File: src/rtl/maquina_frame_pkg.sv
// rtl/maquina_frame_pkg.sv - shared states, frame constants and CRC-8 step for maquina_frame
// The CRC helper is used only when FRAME_CRC8_EN is defined.
package maquina_frame_pkg;

  typedef enum logic [4:0] {
    ST_IDLE          = 5'd0,
    ST_SEND_SOF      = 5'd1,
    ST_SEND_CMD      = 5'd2,
    ST_SEND_DATA     = 5'd3,
    ST_SEND_CHECKSUM = 5'd4,
    ST_WAIT_SOF      = 5'd5,
    ST_WAIT_STATUS   = 5'd6,
    ST_WAIT_DATA     = 5'd7,
    ST_WAIT_CHECKSUM = 5'd8,
    ST_CHECK         = 5'd9,
    ST_RETRY         = 5'd10,
    ST_DONE          = 5'd11
  } state_t;

  localparam logic [7:0]  SOF_TX        = 8'hAA;
  localparam logic [7:0]  SOF_RX        = 8'h55;
  localparam logic [7:0]  CODE_TIMEOUT  = 8'h01;
  localparam logic [7:0]  CODE_CHECKSUM = 8'h02;
  localparam logic [7:0]  CODE_DEVICE   = 8'h03;
  localparam logic [7:0]  CRC8_POLY     = 8'h07;
  localparam logic [31:0] ERR_WORD_BASE = 32'hFFFF_FF00;

  function automatic logic [7:0] crc8_update(input logic [7:0] crc, input logic [7:0] data);
    logic [7:0] c;
    c = crc ^ data;
    for (int i = 0; i < 8; i++) begin
      c = c[7] ? ({c[6:0], 1'b0} ^ CRC8_POLY) : {c[6:0], 1'b0};
    end
    return c;
  endfunction

endpackage

File: src/rtl/frame_checksum.sv
// rtl/frame_checksum.sv - running frame check byte: additive two's complement, or CRC-8 under FRAME_CRC8_EN
// `value` is always the byte that belongs in the CHK slot for the bytes accumulated so far.
module frame_checksum
  import maquina_frame_pkg::*;
(
  input  logic       clk,
  input  logic       reset,
  input  logic       clear,
  input  logic       byte_valid,
  input  logic [7:0] byte_in,
  output logic [7:0] value
);

  logic [7:0] acc_q, acc_d;

  always_comb begin
    acc_d = acc_q;
    if (clear) begin
      acc_d = 8'h00;
    end else if (byte_valid) begin
`ifdef FRAME_CRC8_EN
      acc_d = crc8_update(acc_q, byte_in);
`else
      acc_d = acc_q + byte_in;
`endif
    end
  end

  always_ff @(posedge clk or negedge reset) begin
    if (!reset) acc_q <= 8'h00;
    else        acc_q <= acc_d;
  end

`ifdef FRAME_CRC8_EN
  assign value = acc_q;
`else
  assign value = 8'h00 - acc_q;
`endif

endmodule

File: src/rtl/maquina_frame.sv
// rtl/maquina_frame.sv - custom-instruction UART engine: send framed command, hunt/validate reply, retry
// FRAME_CRC8_EN switches the frame check byte from additive checksum to CRC-8.
module maquina_frame
  import maquina_frame_pkg::*;
#(
  parameter int PAYLOAD_BYTES  = 2,
  parameter int TIMEOUT_CYCLES = 50000,
  parameter int MAX_RETRIES    = 2
) (
  input  logic        clk,
  input  logic        reset,
  input  logic        start,
  input  logic [31:0] dataa,
  input  logic [31:0] datab,
  output logic [31:0] result,
  output logic        done,
  output logic        err,
  output logic [7:0]  txdata,
  output logic        wr_en,
  input  logic        tx_busy,
  input  logic [7:0]  rxdata,
  input  logic        rdy,
  output logic        rdy_clr,
  output logic [4:0]  state
);

  state_t      state_q, state_d;
  logic [7:0]  cmd_q, cmd_d;
  logic [31:0] datab_q, datab_d;
  logic [1:0]  idx_q, idx_d;
  logic [2:0]  retries_q, retries_d;
  logic [7:0]  code_q, code_d;
  logic [7:0]  status_q, status_d;
  logic [7:0]  chk_q, chk_d;
  logic [31:0] payload_q, payload_d;
  logic [31:0] result_q, result_d;
  logic        done_q, done_d;
  logic        err_q, err_d;
  logic [7:0]  txdata_q, txdata_d;
  logic        wr_en_q, wr_en_d;
  logic        rdy_clr_q, rdy_clr_d;
  logic [1:0]  tx_gap_q, tx_gap_d;
  logic [1:0]  rx_gap_q, rx_gap_d;
  logic [31:0] tmo_q, tmo_d;

  logic [31:0] tmo_next;
  logic        tx_ok, rx_take, tmo_hit, last_idx;
  logic        tx_fire, tx_clr, tx_vld, rx_clr, rx_vld;
  logic [7:0]  tx_byte, tx_chk, rx_chk;
  logic        unused_dataa_hi;

  assign unused_dataa_hi = ^dataa[31:8];

  frame_checksum u_tx_chk (
    .clk        (clk),
    .reset      (reset),
    .clear      (tx_clr),
    .byte_valid (tx_vld),
    .byte_in    (tx_byte),
    .value      (tx_chk)
  );

  frame_checksum u_rx_chk (
    .clk        (clk),
    .reset      (reset),
    .clear      (rx_clr),
    .byte_valid (rx_vld),
    .byte_in    (rxdata),
    .value      (rx_chk)
  );

  // Gap counters cover the strobe cycle and the one after, so a late busy/rdy edge is never misread.
  assign tx_ok    = !tx_busy && (tx_gap_q == 2'd0);
  assign rx_take  = rdy && (rx_gap_q == 2'd0) &&
                    (state_q inside {ST_WAIT_SOF, ST_WAIT_STATUS, ST_WAIT_DATA, ST_WAIT_CHECKSUM});
  assign tmo_next = tmo_q + 32'd1;
  assign tmo_hit  = tmo_next >= 32'(TIMEOUT_CYCLES - 1);
  assign last_idx = idx_q == 2'(PAYLOAD_BYTES - 1);

  always_comb begin
    state_d   = state_q;
    cmd_d     = cmd_q;
    datab_d   = datab_q;
    idx_d     = idx_q;
    retries_d = retries_q;
    code_d    = code_q;
    status_d  = status_q;
    chk_d     = chk_q;
    payload_d = payload_q;
    result_d  = result_q;
    err_d     = err_q;
    txdata_d  = txdata_q;
    tmo_d     = tmo_q;
    done_d    = 1'b0;
    wr_en_d   = 1'b0;
    rdy_clr_d = 1'b0;
    tx_fire   = 1'b0;
    tx_byte   = 8'h00;
    tx_clr    = 1'b0;
    tx_vld    = 1'b0;
    rx_clr    = 1'b0;
    rx_vld    = 1'b0;
    tx_gap_d  = (tx_gap_q != 2'd0) ? tx_gap_q - 2'd1 : 2'd0;
    rx_gap_d  = (rx_gap_q != 2'd0) ? rx_gap_q - 2'd1 : 2'd0;

    if (rx_take) begin
      rdy_clr_d = 1'b1;
      rx_gap_d  = 2'd2;
    end

    case (state_q)
      ST_IDLE: begin
        if (start) begin
          cmd_d     = dataa[7:0];
          datab_d   = datab;
          retries_d = 3'd0;
          code_d    = 8'h00;
          state_d   = ST_SEND_SOF;
        end
      end
      ST_SEND_SOF: begin
        if (tx_ok) begin
          tx_fire = 1'b1;
          tx_byte = SOF_TX;
          tx_clr  = 1'b1;
          state_d = ST_SEND_CMD;
        end
      end
      ST_SEND_CMD: begin
        if (tx_ok) begin
          tx_fire = 1'b1;
          tx_byte = cmd_q;
          tx_vld  = 1'b1;
          idx_d   = 2'd0;
          state_d = ST_SEND_DATA;
        end
      end
      ST_SEND_DATA: begin
        if (tx_ok) begin
          tx_fire = 1'b1;
          tx_byte = datab_q[{idx_q, 3'b000} +: 8];
          tx_vld  = 1'b1;
          idx_d   = idx_q + 2'd1;
          if (last_idx) state_d = ST_SEND_CHECKSUM;
        end
      end
      ST_SEND_CHECKSUM: begin
        if (tx_ok) begin
          tx_fire = 1'b1;
          tx_byte = tx_chk;
          tmo_d   = 32'd0;
          state_d = ST_WAIT_SOF;
        end
      end
      // Non-SOF bytes are dropped without restarting the timeout.
      ST_WAIT_SOF: begin
        tmo_d = tmo_next;
        if (rx_take) begin
          if (rxdata == SOF_RX) begin
            rx_clr    = 1'b1;
            payload_d = 32'd0;
            state_d   = ST_WAIT_STATUS;
          end
        end else if (tmo_hit) begin
          code_d  = CODE_TIMEOUT;
          state_d = ST_RETRY;
        end
      end
      ST_WAIT_STATUS: begin
        tmo_d = tmo_next;
        if (rx_take) begin
          status_d = rxdata;
          rx_vld   = 1'b1;
          tmo_d    = 32'd0;
          idx_d    = 2'd0;
          state_d  = ST_WAIT_DATA;
        end else if (tmo_hit) begin
          code_d  = CODE_TIMEOUT;
          state_d = ST_RETRY;
        end
      end
      ST_WAIT_DATA: begin
        tmo_d = tmo_next;
        if (rx_take) begin
          payload_d[{idx_q, 3'b000} +: 8] = rxdata;
          rx_vld = 1'b1;
          tmo_d  = 32'd0;
          idx_d  = idx_q + 2'd1;
          if (last_idx) state_d = ST_WAIT_CHECKSUM;
        end else if (tmo_hit) begin
          code_d  = CODE_TIMEOUT;
          state_d = ST_RETRY;
        end
      end
      ST_WAIT_CHECKSUM: begin
        tmo_d = tmo_next;
        if (rx_take) begin
          chk_d   = rxdata;
          tmo_d   = 32'd0;
          state_d = ST_CHECK;
        end else if (tmo_hit) begin
          code_d  = CODE_TIMEOUT;
          state_d = ST_RETRY;
        end
      end
      ST_CHECK: begin
        if (chk_q != rx_chk) begin
          code_d  = CODE_CHECKSUM;
          state_d = ST_RETRY;
        end else if (status_q != 8'h00) begin
          result_d = ERR_WORD_BASE | {24'h0, CODE_DEVICE};
          err_d    = 1'b1;
          done_d   = 1'b1;
          state_d  = ST_DONE;
        end else begin
          result_d = payload_q;
          err_d    = 1'b0;
          done_d   = 1'b1;
          state_d  = ST_DONE;
        end
      end
      ST_RETRY: begin
        if (retries_q < 3'(MAX_RETRIES)) begin
          retries_d = retries_q + 3'd1;
          state_d   = ST_SEND_SOF;
        end else begin
          result_d = ERR_WORD_BASE | {24'h0, code_q};
          err_d    = 1'b1;
          done_d   = 1'b1;
          state_d  = ST_DONE;
        end
      end
      ST_DONE: state_d = ST_IDLE;
      default: state_d = ST_IDLE;
    endcase

    if (tx_fire) begin
      txdata_d = tx_byte;
      wr_en_d  = 1'b1;
      tx_gap_d = 2'd2;
    end
  end

  always_ff @(posedge clk or negedge reset) begin
    if (!reset) begin
      state_q   <= ST_IDLE;
      cmd_q     <= 8'h00;
      datab_q   <= 32'd0;
      idx_q     <= 2'd0;
      retries_q <= 3'd0;
      code_q    <= 8'h00;
      status_q  <= 8'h00;
      chk_q     <= 8'h00;
      payload_q <= 32'd0;
      result_q  <= 32'd0;
      done_q    <= 1'b0;
      err_q     <= 1'b0;
      txdata_q  <= 8'h00;
      wr_en_q   <= 1'b0;
      rdy_clr_q <= 1'b0;
      tx_gap_q  <= 2'd0;
      rx_gap_q  <= 2'd0;
      tmo_q     <= 32'd0;
    end else begin
      state_q   <= state_d;
      cmd_q     <= cmd_d;
      datab_q   <= datab_d;
      idx_q     <= idx_d;
      retries_q <= retries_d;
      code_q    <= code_d;
      status_q  <= status_d;
      chk_q     <= chk_d;
      payload_q <= payload_d;
      result_q  <= result_d;
      done_q    <= done_d;
      err_q     <= err_d;
      txdata_q  <= txdata_d;
      wr_en_q   <= wr_en_d;
      rdy_clr_q <= rdy_clr_d;
      tx_gap_q  <= tx_gap_d;
      rx_gap_q  <= rx_gap_d;
      tmo_q     <= tmo_d;
    end
  end

  assign result  = result_q;
  assign done    = done_q;
  assign err     = err_q;
  assign txdata  = txdata_q;
  assign wr_en   = wr_en_q;
  assign rdy_clr = rdy_clr_q;
  assign state   = state_q;

endmodule

File: config.mk
export PLATFORM = sky130hd
export DESIGN_NAME = maquina_frame
export DESIGN_NICKNAME = d
export VERILOG_FILES = /design/src/rtl/maquina_frame_pkg.sv /design/src/rtl/frame_checksum.sv /design/src/rtl/maquina_frame.sv
export SDC_FILE = /design/constraint.sdc
export NUM_CORES = 1
export LEC_CHECK = 0
export BUFFER_PORTS_ARGS = -buffer_cell sky130_fd_sc_hd__buf_2
export CAP_MARGIN = 5
export CELL_PAD_IN_SITES_DETAIL_PLACEMENT = 0
export CELL_PAD_IN_SITES_GLOBAL_PLACEMENT = 1
export CORE_ASPECT_RATIO = 1.4
export CORE_MARGIN = 3
export CORE_UTILIZATION = 40
export DETAILED_ROUTE_END_ITERATION = 10
export GPL_ROUTABILITY_DRIVEN = 0
export PLACE_DENSITY = 0.73
export SETUP_SLACK_MARGIN = 0.3
export SLEW_MARGIN = 20
export SYNTH_ARGS = -nofsm -noshare
export SYNTH_HDL_FRONTEND = slang
export SYNTH_SLANG_ARGS = --single-unit
File: constraint.sdc
create_clock -name clk -period 12 [get_ports clk]
set_clock_uncertainty 0.2 [all_clocks]
set_input_delay 2.4 -clock clk [delete_from_list [all_inputs] [get_ports clk]]
set_output_delay 2.4 -clock clk [all_outputs]
set_load 0.005 [all_outputs]
== After elaboration in Yosys (flattened, before gate mapping) ==
Cells that the tools add are included.
Cells by class
  $add $sub $neg: 10
  $lt $le $gt $ge: 2
  equal/unequal tests: 31
  shift-type cells: 3
  multiplexer cells: 71
  reduce and logical (&&, ||, !) cells: 34
Operator list (number)
  $mux 32: 8
  $pmux 32 s2: 2
  $mux 8: 12
  $pmux 32 s3: 1
  $mux 5: 13
  $pmux 5 s11: 1
  $add 32x1->32 const B: 1
  $bwmux 32: 1
  $ge 32x16->1 const B: 1
  $pmux 8 s4: 1
  $shift 8x7->32 const A: 1
  $shiftx 32x6->8: 1
  $shiftx 8x7->32: 1
  $ne 2x2->1 const B: 14
  $pmux 8 s3: 1
  $eq 5x3->1 const B: 4
  $add 8x8->8: 2
  $mux 1: 16
  $mux 2: 8
  $sub 1x8->8 const A: 2
  $eq 5x4->1 const B: 3
  $reduce_bool 2->1: 7
  $eq 5x2->1 const B: 2
  $reduce_and 5->1: 2
  other kinds (31): 46
Storage, ports and cells
  flip-flop bits (word level): 202
  input port bits: 77
  output and inout bits: 49
  logic and storage cells: 171

== Logic depth before layout (Yosys ltp) ==
  word-level depth: 7
  mapped depth: 16
  gate-level depth less buffers: 14

== Cells and area by module ==
A second synthesis with hierarchy kept.
Second synthesis, totals
  cell total of the unflattened synthesis: 1029
  area, all modules: 10535.1 um^2
By module, submodules not included
  maquina_frame: instances 1, cells each 863, area each 8966.1 um^2, seq. area each 4504.3 um^2
  frame_checksum: instances 2, cells each 83, area each 784.5 um^2, seq. area each 200.2 um^2

== Worst setup path before layout ==
OpenSTA, ideal clock, no wires.
  path kind: input -> register
  start: input port tx_busy
  end: register u_tx_chk.acc_q[7]
  setup time: 76 ps
  arrival time: 5008 ps
  data required time: 11724 ps
  slack: 6716 ps
  stages: 13
  path buffers: 1
  cells stage by stage: nor3_2 > and4b_1 > clkbuf_1 > a22oi_1 > nand2_1 > ha_1 > a21o_1 > a21oi_1 > o21bai_1 > a2111oi_0 > nor3b_1 > o31a_1 > o21ai_1
Between the ends
  word-level cells in the longest chain between the ends: 7
  elaborated cells between the ends (all ways): 14
  classes of those cells: 1 x add/sub; 10 x mux; 3 x reduce/logical
Ends and longest elaborated chain
  start: declaration: RTL line maquina_frame.sv:20  | input logic tx_busy,
  $logic_not 1->1 *: RTL line maquina_frame.sv:73  | assign tx_ok = !tx_busy && (tx_gap_q == 2'd0);
  $logic_and 1x1->1 *: RTL line maquina_frame.sv:73
  $mux 8 (on tied branches)
  $pmux 8 s4 *: RTL line maquina_frame.sv:111  | case (state_q)
  net tx_byte[1]: RTL line maquina_frame.sv:49  | logic [7:0] tx_byte, tx_chk, rx_chk;
  $add 8x8->8 *: RTL line frame_checksum.sv:24  | acc_d = acc_q + byte_in;
  $mux 8 *: RTL line frame_checksum.sv:20  | end else if (byte_valid) begin
  $mux 8 *: RTL line frame_checksum.sv:18  | if (clear) begin
  end signal: assignment: RTL line frame_checksum.sv:30  | if (!reset) acc_q <= 8'h00;
  end signal: assignment: RTL line frame_checksum.sv:31  | else acc_q <= acc_d;
  end: declaration: RTL line frame_checksum.sv:14  | logic [7:0] acc_q, acc_d;
Mark *: on every way through the listed nets, which the timed path passes. The rest lies on a longest branch. The select of a mux whose other input is x is not followed.
A chain may end at the register's enable or synchronous reset.

== Final worst setup path ==
Same ends and word-level chain as after synthesis.

==> insert_results.sql <==
INSERT INTO impl_metrics (metric_group, metric, value, unit) VALUES
('run_status', 'outcome', 'finished clean', ''),
('yosys', 'asyncSetResetFlopFracSynth', '100', '%'),
('power_and_ir_drop', 'total_switching_power', '545', 'uW'),
('yosys', 'yosys.area.top_type_share', '45.5', '%'),
('setup_path', 'crit_path_start_kind', 'primary input', ''),
('yosys', 'synthesis.instances', '1084', ''),
('sta', 'max_slew_headroom', '33.9', '%'),
('final_layout', 'diodes', '0', ''),
('place', 'hpwl', '18100', 'um'),
('setup_path', 'timing.reg2reg.setup_slack', '7380', 'ps'),
('place', 'postPlaceCellArea', '11500', 'um^2'),
('final_layout', 'final_common_cell', 'sky130_fd_sc_hd__dfrtp_1', ''),
('drt', 'postRouteAntennaNets', '0', ''),
('setup_path', 'timing.rr.start', 'state[2]', ''),
('sta', 'final_worst_path_period_share', '45.6', '%'),
('final_layout', 'final_core_utilization', '45.8', '%'),
('clocking', 'clk_root_buffer_cell', 'sky130_fd_sc_hd__clkbuf_16', ''),
('power_and_ir_drop', 'power_frac_seq', '46.8', '%'),
('floorplanning', 'core', '26400', 'um^2'),
('yosys', 'synthesis.area_per_instance', '9.95', 'um^2'),
('yosys', 'synth_enable_flop_cells', '0', ''),
('grt', 'grt_antenna_before_repair', '1', ''),
('floorplanning', 'die_w', '145', 'um'),
('sta', 'maxClockFrequency', '0.183', 'GHz'),
('drt', 'totalWireLength', '25700', 'um'),
('power_and_ir_drop', 'internal-power', '1260', 'uW'),
('place', 'placement.io_buffers', '101', ''),
('drt', 'vias', '8219', ''),
('clocking', 'hold_buf_cts', '0', ''),
('sta', 'rsz0062_at_grt', 'no', ''),
('grt', 'number_of_global_route_vias_before_repair', '8187', ''),
('min_path', 'hold_class', 'register to register', ''),
('drt', 'drc', '0', ''),
('power_and_ir_drop', 'clock_power_share', '31.8', '%'),
('yosys', 'synth_sequential_area_ratio', '45.5', '%'),
('flow_run', 'maxCapViolations', '0', ''),
('clocking', 'ctsHtreeMaxLevel', '4', ''),
('yosys', 'ys_warn_count', '0', ''),
('power_and_ir_drop', 'leak', '0.00553', 'uW'),
('sta', 'final.setup.worst_slack', '6520', 'ps'),
('floorplanning', 'ios', '126', ''),
('clocking', 'latest_clock_arrival_within_the_worst_skew_pair', '450', 'ps'),
('yosys', 'synth.top_cells.by_area', 'sky130_fd_sc_hd__dfrtp_1, sky130_fd_sc_hd__mux2_2, sky130_fd_sc_hd__o21ai_0', ''),
('power_and_ir_drop', 'power.ir.vdd_worst', '117', 'uV'),
('grt', 'wire_length_of_the_first_global_routing_pass', '42300', 'um'),
('clocking', 'tritoncts', 'done', ''),
('final_layout', 'design.final.nets', '1251', ''),
('yosys', 'synth_top_area_cell', 'sky130_fd_sc_hd__dfrtp_1', ''),
('power_and_ir_drop', 'netSwitchingFraction', '30.3', '%'),
('sta', 'report.final.slew_viol_count', '0', ''),
('place', 'preCtsSetupSlack', '6080', 'ps'),
('setup_path', 'critPathCaptureType', 'register', ''),
('yosys', 'synth_nets', '1188', ''),
('floorplanning', 'initial_core_util', '40.9', '%'),
('sta', 'max_slew.worst_pin.slew', '988', 'ps'),
('min_path', 'worstHoldStart', 'tx_gap_q[0]', ''),
('clocking', 'tritoncts.num_buffers', '17', ''),
('grt', 'global_route.overflow_total', '0', ''),
('grt', 'grt_util_all_layers', '18.0', '%'),
('drt', 'dr.pass1.iters', '5', ''),
('final_layout', 'layout_common_cells', 'sky130_fd_sc_hd__dfrtp_1, sky130_fd_sc_hd__buf_2, sky130_fd_sc_hd__o21ai_0', ''),
('floorplanning', 'dieArea', '29000', 'um^2'),
('floorplanning', 'row_cnt', '70', ''),
('setup_path', 'ff2ff_path_depth', '13', ''),
('setup_path', 'crit_type', 'primary input to register', ''),
('drt', 'routedWlPerCell', '16.9', 'um'),
('power_and_ir_drop', 'power.share.combinational', '21.4', '%'),
('sta', 'hold_viol_final', '0', ''),
('final_layout', 'fraction_of_layout_cells_with_a_size_suffix_above_1', '21.3', '%'),
('yosys', 'yosys.cell_types.count', '93', ''),
('drt', 'route.detailed.vias_per_inst', '5.41', '');
stage by stage:
stage               hold slack [ps]  power, uW
floorplan                       245       1120
global placement                258       1240
detailed placement              262       1250
CTS                             275       1830
global route                    296       1910
finish                          269       1800
flip-flops by register name, summed over array words and instances (netlist names), 3 cells and up:
name	flops
payload_q	32
datab_q	32
retries_q	3
u_rx_chk.acc_q	8
tmo_q	32
state	5
u_tx_chk.acc_q	8
txdata	8
result	32
chk_q	8
cmd_q	8
status_q	8
power by group through the flow:
stage          clock network (uW)  logic [uW]  registers, uW
6_report                      572         385            844
5_1_grt                       618         428            860
4_1_cts                       591         393            846
3_5_place_dp                    0         391            859
2_1_floorplan                   0         307            810
3_3_place_gp                    0         384            854
cell type report:
cell class,instances,area (um^2)
Clock buffer,18,439
Multi-Input combinational cell,758,5330
Sequential cell,196,4900
Fill cell,2536,14300
Inverter,67,251
Clock inverter,13,144
Timing Repair Buffer,107,559
Tap cell,360,450
worst max-delay path, stage by stage:
cell and delay, ps:
sky130_fd_sc_hd__buf_2 100, sky130_fd_sc_hd__nor3_2 390, sky130_fd_sc_hd__and4b_1 490, sky130_fd_sc_hd__a22oi_1 150, sky130_fd_sc_hd__nand2_1 170, sky130_fd_sc_hd__ha_1 260
sky130_fd_sc_hd__a21o_1 160, sky130_fd_sc_hd__a21oi_1 240, sky130_fd_sc_hd__o21bai_1 130, sky130_fd_sc_hd__a2111oi_0 610, sky130_fd_sc_hd__nor3b_1 140, sky130_fd_sc_hd__o31a_1 310
sky130_fd_sc_hd__o21ai_1 110
cell families (layout without fill, tap and decap cells):
kind of cell	after synthesis	in the layout	share of synthesized area [%]
AND/OR/NAND/NOR	344	344	17.8
AO/OA/AOI/OAI	283	283	17.2
flip-flops	196	196	45.5
buffers and inverters	130	205	5.30
multiplexers	73	73	8.42
XOR/XNOR	29	29	2.35
adder cells (fa/ha/maj)	28	28	3.36
other	1	1	0.0348
Yosys cell counts, drive strengths merged, types with 12 or more instances:
cell type  instances
o21ai             90
a21o              14
nor3              41
xnor2             24
nand3             52
inv               67
nand4             15
o31ai             24
and3              12
dfrtp            196
nor4              15
ha                25
nand2             78
a21oi             60
clkbuf            39
nor2              63
nor2b             18
mux2              62
buf               24
a22o              15
layer usage:
metal / vias to the layer above / GRT usage (%) / share of wire, %
li1: 4034 / - / -
met1: 3998 / 22.6 / 44
met2: 153 / 30.3 / 50
met3: 32 / 4.04 / 4.2
met4: 2 / 6.00 / 2.4
met5: - / 0 / 0.035
final timing paths:
check,to
worst max-delay path,u_tx_chk.acc_q[7]
worst min-delay path,tx_gap_q[0]
worst max register to register,u_tx_chk.acc_q[7]
worst min register to register,tx_gap_q[0]
max in group asynchronous,tmo_q[23]
min in group asynchronous,result[1]
Power figures use the tool's default switching activity.
